[src/rtl/queens_search_ctrl.sv]
// queens_search_ctrl: backtracking sequencer for the N-queens search.
// Owns the board and a per-row column stack. It presents candidates to an
// external combinational safety checker and hands each solution out with a
// valid/next handshake.
// Optional build macro: QUEENS_PERF_CNT_EN adds the cycle_cnt output.
module queens_search_ctrl #(
    parameter int N = 8
) (
    input  logic        clk,
    input  logic        rst_n,
    input  logic        start,
    input  logic        next,
    output logic [2:0]  chk_row,
    output logic [2:0]  chk_clm,
    output logic [63:0] chk_board,
    input  logic        chk_safe,
    output logic        busy,
    output logic        sol_valid,
    output logic [23:0] sol_cols,
    output logic [7:0]  sol_count,
    output logic        done
`ifdef QUEENS_PERF_CNT_EN
    ,
    output logic [31:0] cycle_cnt
`endif
);

    typedef enum logic [2:0] {
        S_IDLE,
        S_PLACE,
        S_CHECK,
        S_BACKTRACK,
        S_FOUND,
        S_DONE
    } state_t;

    localparam logic [2:0] LAST = 3'(N - 1);

    state_t          state;
    logic [2:0]      row;
    logic [2:0]      col;
    logic [63:0]     board;
    logic [7:0][2:0] stack;
    logic [2:0]      prev_row;
    logic [2:0]      prev_col;

    assign chk_row   = row;
    assign chk_clm   = col;
    assign chk_board = board;
    assign sol_cols  = stack;

    // Row above the current one and the column its queen occupies.
    always_comb begin
        prev_row = row - 3'd1;
        prev_col = stack[prev_row];
    end

    // Search FSM: board/stack updates and registered status outputs.
    always_ff @(posedge clk) begin
        if (!rst_n) begin
            state     <= S_IDLE;
            row       <= '0;
            col       <= '0;
            board     <= '0;
            stack     <= '0;
            sol_count <= '0;
            busy      <= 1'b0;
            sol_valid <= 1'b0;
            done      <= 1'b0;
        end else begin
            case (state)
                S_IDLE, S_DONE: begin
                    if (start) begin
                        board     <= '0;
                        row       <= '0;
                        col       <= '0;
                        sol_count <= '0;
                        done      <= 1'b0;
                        busy      <= 1'b1;
                        state     <= S_PLACE;
                    end
                end
                S_PLACE: begin
                    board[{row, col}] <= 1'b1;
                    stack[row]        <= col;
                    state             <= S_CHECK;
                end
                S_CHECK: begin
                    if (chk_safe) begin
                        if (row == LAST) begin
                            sol_valid <= 1'b1;
                            if (sol_count != 8'hFF)
                                sol_count <= sol_count + 8'd1;
                            state <= S_FOUND;
                        end else begin
                            row   <= row + 3'd1;
                            col   <= '0;
                            state <= S_PLACE;
                        end
                    end else begin
                        board[{row, col}] <= 1'b0;
                        if (col != LAST) begin
                            col   <= col + 3'd1;
                            state <= S_PLACE;
                        end else begin
                            state <= S_BACKTRACK;
                        end
                    end
                end
                S_FOUND: begin
                    // Releasing a solution continues exactly as an unsafe last row.
                    if (next) begin
                        sol_valid         <= 1'b0;
                        board[{row, col}] <= 1'b0;
                        if (col != LAST) begin
                            col   <= col + 3'd1;
                            state <= S_PLACE;
                        end else begin
                            state <= S_BACKTRACK;
                        end
                    end
                end
                S_BACKTRACK: begin
                    if (row == 3'd0) begin
                        busy  <= 1'b0;
                        done  <= 1'b1;
                        state <= S_DONE;
                    end else begin
                        row                         <= prev_row;
                        board[{prev_row, prev_col}] <= 1'b0;
                        if (prev_col != LAST) begin
                            col   <= prev_col + 3'd1;
                            state <= S_PLACE;
                        end
                    end
                end
                default: state <= S_IDLE;
            endcase
        end
    end

`ifdef QUEENS_PERF_CNT_EN
    // Busy-cycle counter; FOUND cycles (waiting on the consumer) are excluded.
    always_ff @(posedge clk) begin
        if (!rst_n) begin
            cycle_cnt <= '0;
        end else if ((state == S_IDLE || state == S_DONE) && start) begin
            cycle_cnt <= '0;
        end else if (state == S_PLACE || state == S_CHECK || state == S_BACKTRACK) begin
            cycle_cnt <= cycle_cnt + 32'd1;
        end
    end
`endif

endmodule

[config.mk]
export PLATFORM = sky130hd
export DESIGN_NAME = queens_search_ctrl
export DESIGN_NICKNAME = d
export VERILOG_FILES = /design/src/rtl/queens_search_ctrl.sv
export SDC_FILE = /design/constraint.sdc
export NUM_CORES = 1
export LEC_CHECK = 0
export ABC_CLOCK_PERIOD_IN_PS = 4600
export BUFFER_PORTS_ARGS = -buffer_cell sky130_fd_sc_hd__buf_2
export CORE_MARGIN = 2
export CORE_UTILIZATION = 33
export DETAILED_ROUTE_END_ITERATION = 8
export PLACE_DENSITY_LB_ADDON = 0.05
export SLEW_MARGIN = 20
export SYNTH_ARGS = -nofsm -noshare
export SYNTH_HDL_FRONTEND = slang
export SYNTH_SLANG_ARGS = --single-unit
[constraint.sdc]
create_clock -name clk -period 4.6 [get_ports clk]
set_input_delay 0.46 -clock clk [delete_from_list [all_inputs] [get_ports clk]]
set_output_delay 0.46 -clock clk [all_outputs]
set_load 0.005 [all_outputs]
# After elaboration in Yosys (flattened, before gate mapping)
# Cells that the tools add are included.
[totals]
regBits = 108
latchBits = 0
word_cells = 122
mem_bits_rw = 0
rom_bits = 0
output_inout_bits = 105
memories = 0
[op_classes]
mul = 0
bitwise = 5
muxes = 49
addsub = 5
eq_ne = 21
n_lt_le_gt_ge = 7
shift = 0
reduce_logical = 19
div = 0
[ops]
columns = ["op", "count"]
rows = [
  ["$pmux W64 S5", 1],
  ["$mux W64", 4],
  ["$and A64 B64 Y64", 2],
  ["$not A64 Y64", 2],
  ["$or A64 B64 Y64", 1],
  ["$mux W3", 18],
  ["$mux W8", 4],
  ["$bwmux W24", 1],
  ["$ne A2 B2 Y1 const B", 10],
  ["$pmux W8 S2", 1],
  ["$pmux W3 S5", 1],
  ["$reduce_and A5 Y1", 3],
  ["$lt A6 B7 Y1 const B", 2],
  ["$demux W1 S6", 2],
  ["$ge A6 B1 Y1 const B", 2],
  ["$ne A3 B3 Y1 const B", 4],
  ["$pmux W3 S4", 1],
  ["$add A3 B1 Y3 const B", 3],
  ["$bmux W3 S3", 1],
  ["$demux W3 S3", 1],
  ["$eq A3 B3 Y1 const B", 3],
  ["$mux W1", 9],
  ["$pmux W3 S3", 1],
  ["$add A8 B1 Y8 const B", 1],
  ["18 further kinds", 28],
]

# Depth between registers and ports, before layout
[depth]
depth_word = 11
depth_mapped = 16

# Least setup slack after synthesis
# OpenSTA, ideal clock, no wires.
[synth_timing]
path_type = "register to register"
startpoint = "register row[0] (netlist: chk_row[0])"
endpoint = "register col[2] (netlist: chk_clm[2])"
slack_ns = 1.124
path_stages_with_launch = 15
synth_period_minus_slack_ns = 3.476
setup_time_ns = 0.116
arrival_time_ns = 3.360
required_ns = 4.484
path_cell_list = "dfxtp_1 > buf_6 > buf_2 > clkbuf_1 > inv_1 > ha_1 > clkbuf_2 > inv_1 > mux4_2 > ha_1 > ha_1 > o21ai_0 > o2bb2ai_1 > a211o_1 > o211a_1"
[synth_between]
elab_chain_cells = 7
word_cells_on_any_way = 14
classes_between = "add/sub: 2; eq/ne: 5; mux: 5; reduce/logical: 2"
[synth_rtl]
columns = ["item", "line", "source"]
rows = [
  ["start: declaration", "40", "logic [2:0] row;"],
  ["start signal: assignment", "96", "row <= row + 3'd1;"],
  ["start signal: assignment", "129", "row <= prev_row;"],
  ["$sub A3 B1 Y3", "54", "prev_row = row - 3'd1;"],
  ["$bmux W3 S3", "55", "prev_col = stack[prev_row];"],
  ["$mux W3 (not written as such)", "55", ""],
  ["$add A3 B1 Y3", "132", "col <= prev_col + 3'd1;"],
  ["$mux W3", "131", "if (prev_col != LAST) begin"],
  ["$mux W3", "124", "if (row == 3'd0) begin"],
  ["$pmux W3 S4", "71", "case (state)"],
  ["end signal: assignment", "103", "col <= col + 3'd1;"],
  ["end signal: assignment", "116", "col <= col + 3'd1;"],
  ["end signal: assignment", "132", ""],
  ["end: declaration", "41", "logic [2:0] col;"],
]
# Parallel ways exist; a longest one is shown, timed or not. The select of a mux whose other input is x is not followed.
# A chain may end at the register's enable or synchronous reset.

# Worst setup path after layout
[layout_timing]
startpoint = "register row[1] (netlist: chk_row[1])"
endpoint = "register col[1] (netlist: chk_clm[1])"
# The elaborated chain is that of the path after synthesis.

==> results_dict.tcl <==
set metrics [dict create \
    postRouteAntennaNets 0 \
    area_delta_synth_final_pct 14.24 \
    fin_util 0.3850 \
    rsz0062_at_grt "no" \
    static-leakage-power_nw 3.315 \
    overflow 0 \
    cts_hold_buf 0 \
    mostFrequentLayoutCells "a21oi_1 (136), buf_2 (109), dfxtp_1 (108), nand2_1 (87), o21ai_0 (74)" \
    ff_latch_area_mm2 0.002162 \
    crit_start "chk_row[1]" \
    drt_wl_total_um 25230 \
    fillers 2263 \
    die_h_um 150.5 \
    fmax_ghz 0.3043 \
    slew_violations 0 \
    synthesis.nets 935 \
    worstHoldStart "busy" \
    synth_cell_types 53 \
    asyncSetResetFlopFracSynth 0 \
    timing.rr.end "chk_clm[1]" \
    grtUsageTotal 0.2225 \
    antenna_found_initial 0 \
    cts_setup_buffers 0 \
    setup-tns-final_ns 0 \
    period_share 0.7145 \
    gp_congestion 0.7551 \
    ctsResizeCount 0 \
    std_cell_rows 53 \
    worstPathArrival_ns 3.55 \
    cts_buffers 9 \
    synth_seq_cells 108 \
    drive_gt1_frac 0.1755 \
    final_net_count 965 \
    clk_latency_ns 0.37 \
    dp_hpwl_um 15210 \
    relSlewSlack 0.3367 \
    via_per_inst 5.712 \
    crit_fanout 12 \
    cts_tree "yes" \
    die_x_um 150.5 \
    cap_viol_max_count 0 \
    synth_edf_count 0 \
    worst_pin_slew_ns 0.9950 \
    end_kind "flip-flop" \
    final_common_cell "a21oi_1" \
    ys_seq_area_frac 0.3052 \
    vias 7037 \
    dr.pass1.iters 5 \
    worstSetupStartpointType "flip-flop" \
    outcome "finished clean" \
    cts_sinks 108 \
    syn_inst 922 \
    ctsRootBufferMaster "clkbuf_16" \
    hold_violations 0 \
    drc 0 \
    clockBufferDepth 2 \
    globalRouteMet1Util 0.3188 \
    hold_path_end "busy" \
    yosysTopAreaCell "dfxtp_1" \
    drt-initial-drc-count 468 \
    period_minus_slack_ns 3.287 \
    die_area_mm2 0.02266 \
    grt_start_max_net_pins 129 \
    path_clk_slew_ns 0.08 \
    grtUsageMet3 0.02212 \
    antenna_cells 0 \
    hold_class "flip-flop to flip-flop" \
    ios 110 \
    synth_area_leaders "dfxtp_1 (31%), a21oi_1 (9.6%), o21a_1 (7.6%), a21o_1 (5.9%), o311ai_0 (5.9%)" \
    core_area_mm2 0.02102 \
    skew_ns 0.009841 \
    powerDensity_mw_per_mm2 389.1 \
    multi_input_area_mm2 0.004526 \
    wl_per_cell_um 20.48 \
    vdd_drop_max_uv 150.7 \
    use_met2 0.3491 \
    grt_pass1_vias 6512 \
    timing.rr.start "chk_row[1]" \
    synth_area_per_cell_um2 7.684 \
    setup-violations-final 0 \
    reg2reg_depth 10 \
    holdPathStages 2 \
    yosys_warnings 0 \
    grt_pass1_wl_um 39230 \
    syn_area_mm2 0.007084 \
    synth_flop_cell "dfxtp_1" \
    htreeDepth 3 \
    crit_type "flip-flop to flip-flop" \
    start_util 0.3370 \
    synth_top_area_frac 0.3052 \
    port_buffers 109 \
    reg2reg_slack_ns 1.31 \
    busiest_layer "met2" \
    worstPathRequired_ns 4.86 \
]
how the worst max path moves through the flow:
stage                     cells past startpoint           end  slack (ns)
after floorplan                              14    chk_clm[2]        1.12
final                                        10    chk_clm[1]        1.31
after detailed placement                     10    chk_clm[1]        1.33
after global routing                          7  chk_board[2]        1.05
after global placement                       10    chk_clm[2]        1.42
after CTS                                    10    chk_clm[1]        1.32
per-layer routing:
metal / wire length [um] / share of wire
met5: 0 / 0
met4: 509 / 0.020
met3: 821 / 0.033
met2: 11630 / 0.46
met1: 12280 / 0.49
power breakdown:
part	switching (W)	internal (W)	leakage, nW
sequential	0.000163	0.00106	0.882
clock	0.000404	0.000494	0.162
combinational	0.000601	0.000428	2.27
state kept, by name, indices dropped and copies added, names as in the netlist:
name / cells
chk_board: 64
sol_cols: 24
sol_count: 8
chk_clm: 3
chk_row: 3
state: 3
busy: 1
done: 1
sol_valid: 1
cell usage after synthesis, types with 3 or more instances:
library cell and instances:
a211oi_1 11, a21boi_0 17, a21o_1 56, a21oi_1 136, a31oi_1 3, and2_1 6
and3_1 7, and3b_1 6, buf_1 9, buf_2 12, buf_6 3, clkbuf_1 85
dfxtp_1 108, ha_1 8, inv_1 7, mux2_2 6, mux2i_1 16, nand2_1 87
nand2b_1 11, nand3_1 24, nor2_1 19, nor2b_1 16, nor3_1 4, nor3b_1 7
o211ai_1 7, o21a_1 72, o21ai_0 74, o311ai_0 48, o311ai_1 7, o31ai_1 10
or4_1 3, xnor2_1 4, xor2_1 7
logic make-up (layout without fill, tap and decap cells):
| group | after synthesis | count (layout) | share of synthesized area |
|---|---|---|---|
| compound gates | 453 | 453 | 0.4193 |
| xor+xnor | 11 | 11 | 0.01360 |
| fa+ha+maj | 8 | 8 | 0.01413 |
| buf+inv | 117 | 152 | 0.06747 |
| flops | 108 | 108 | 0.3052 |
| mux | 26 | 26 | 0.04168 |
| simple gates | 199 | 199 | 0.1386 |
layout make-up:
class	count	share of cell area
sequential	108	0.2672
timing repair buffer	129	0.08751
clock buffer	10	0.02953
tap	275	0.04252
inverter	7	0.003247
multi-input combinational	697	0.5592
clock inverter	6	0.01082
critical path: stages, from the launching register on:
cell       delay (ns)
dfxtp_1          0.56
inv_1            0.12
ha_1             0.41
inv_1            0.22
mux4_2           0.60
ha_1             0.25
ha_1             0.22
o21ai_0          0.21
o2bb2ai_1        0.18
a221o_1          0.30
o211a_1          0.12
per-stage QoR:
stage | cells | setup WS [ns] | instance area (um^2) | total power, W | hold slack [ns]
2_1_floorplan | 922 | 1.124 | 7084 | 0.001902 | 0.4402
3_3_place_gp | 1216 | 1.416 | 7760 | 0.002286 | 0.4349
3_5_place_dp | 1216 | 1.333 | 7760 | 0.002278 | 0.4374
4_1_cts | 1232 | 1.322 | 8087 | 0.003176 | 0.4491
5_1_grt | 1232 | 1.046 | 8093 | 0.003350 | 0.4578
6_report | 1232 | 1.313 | 8093 | 0.003149 | 0.4430
No activity file was read; power rests on OpenSTA's default activity.
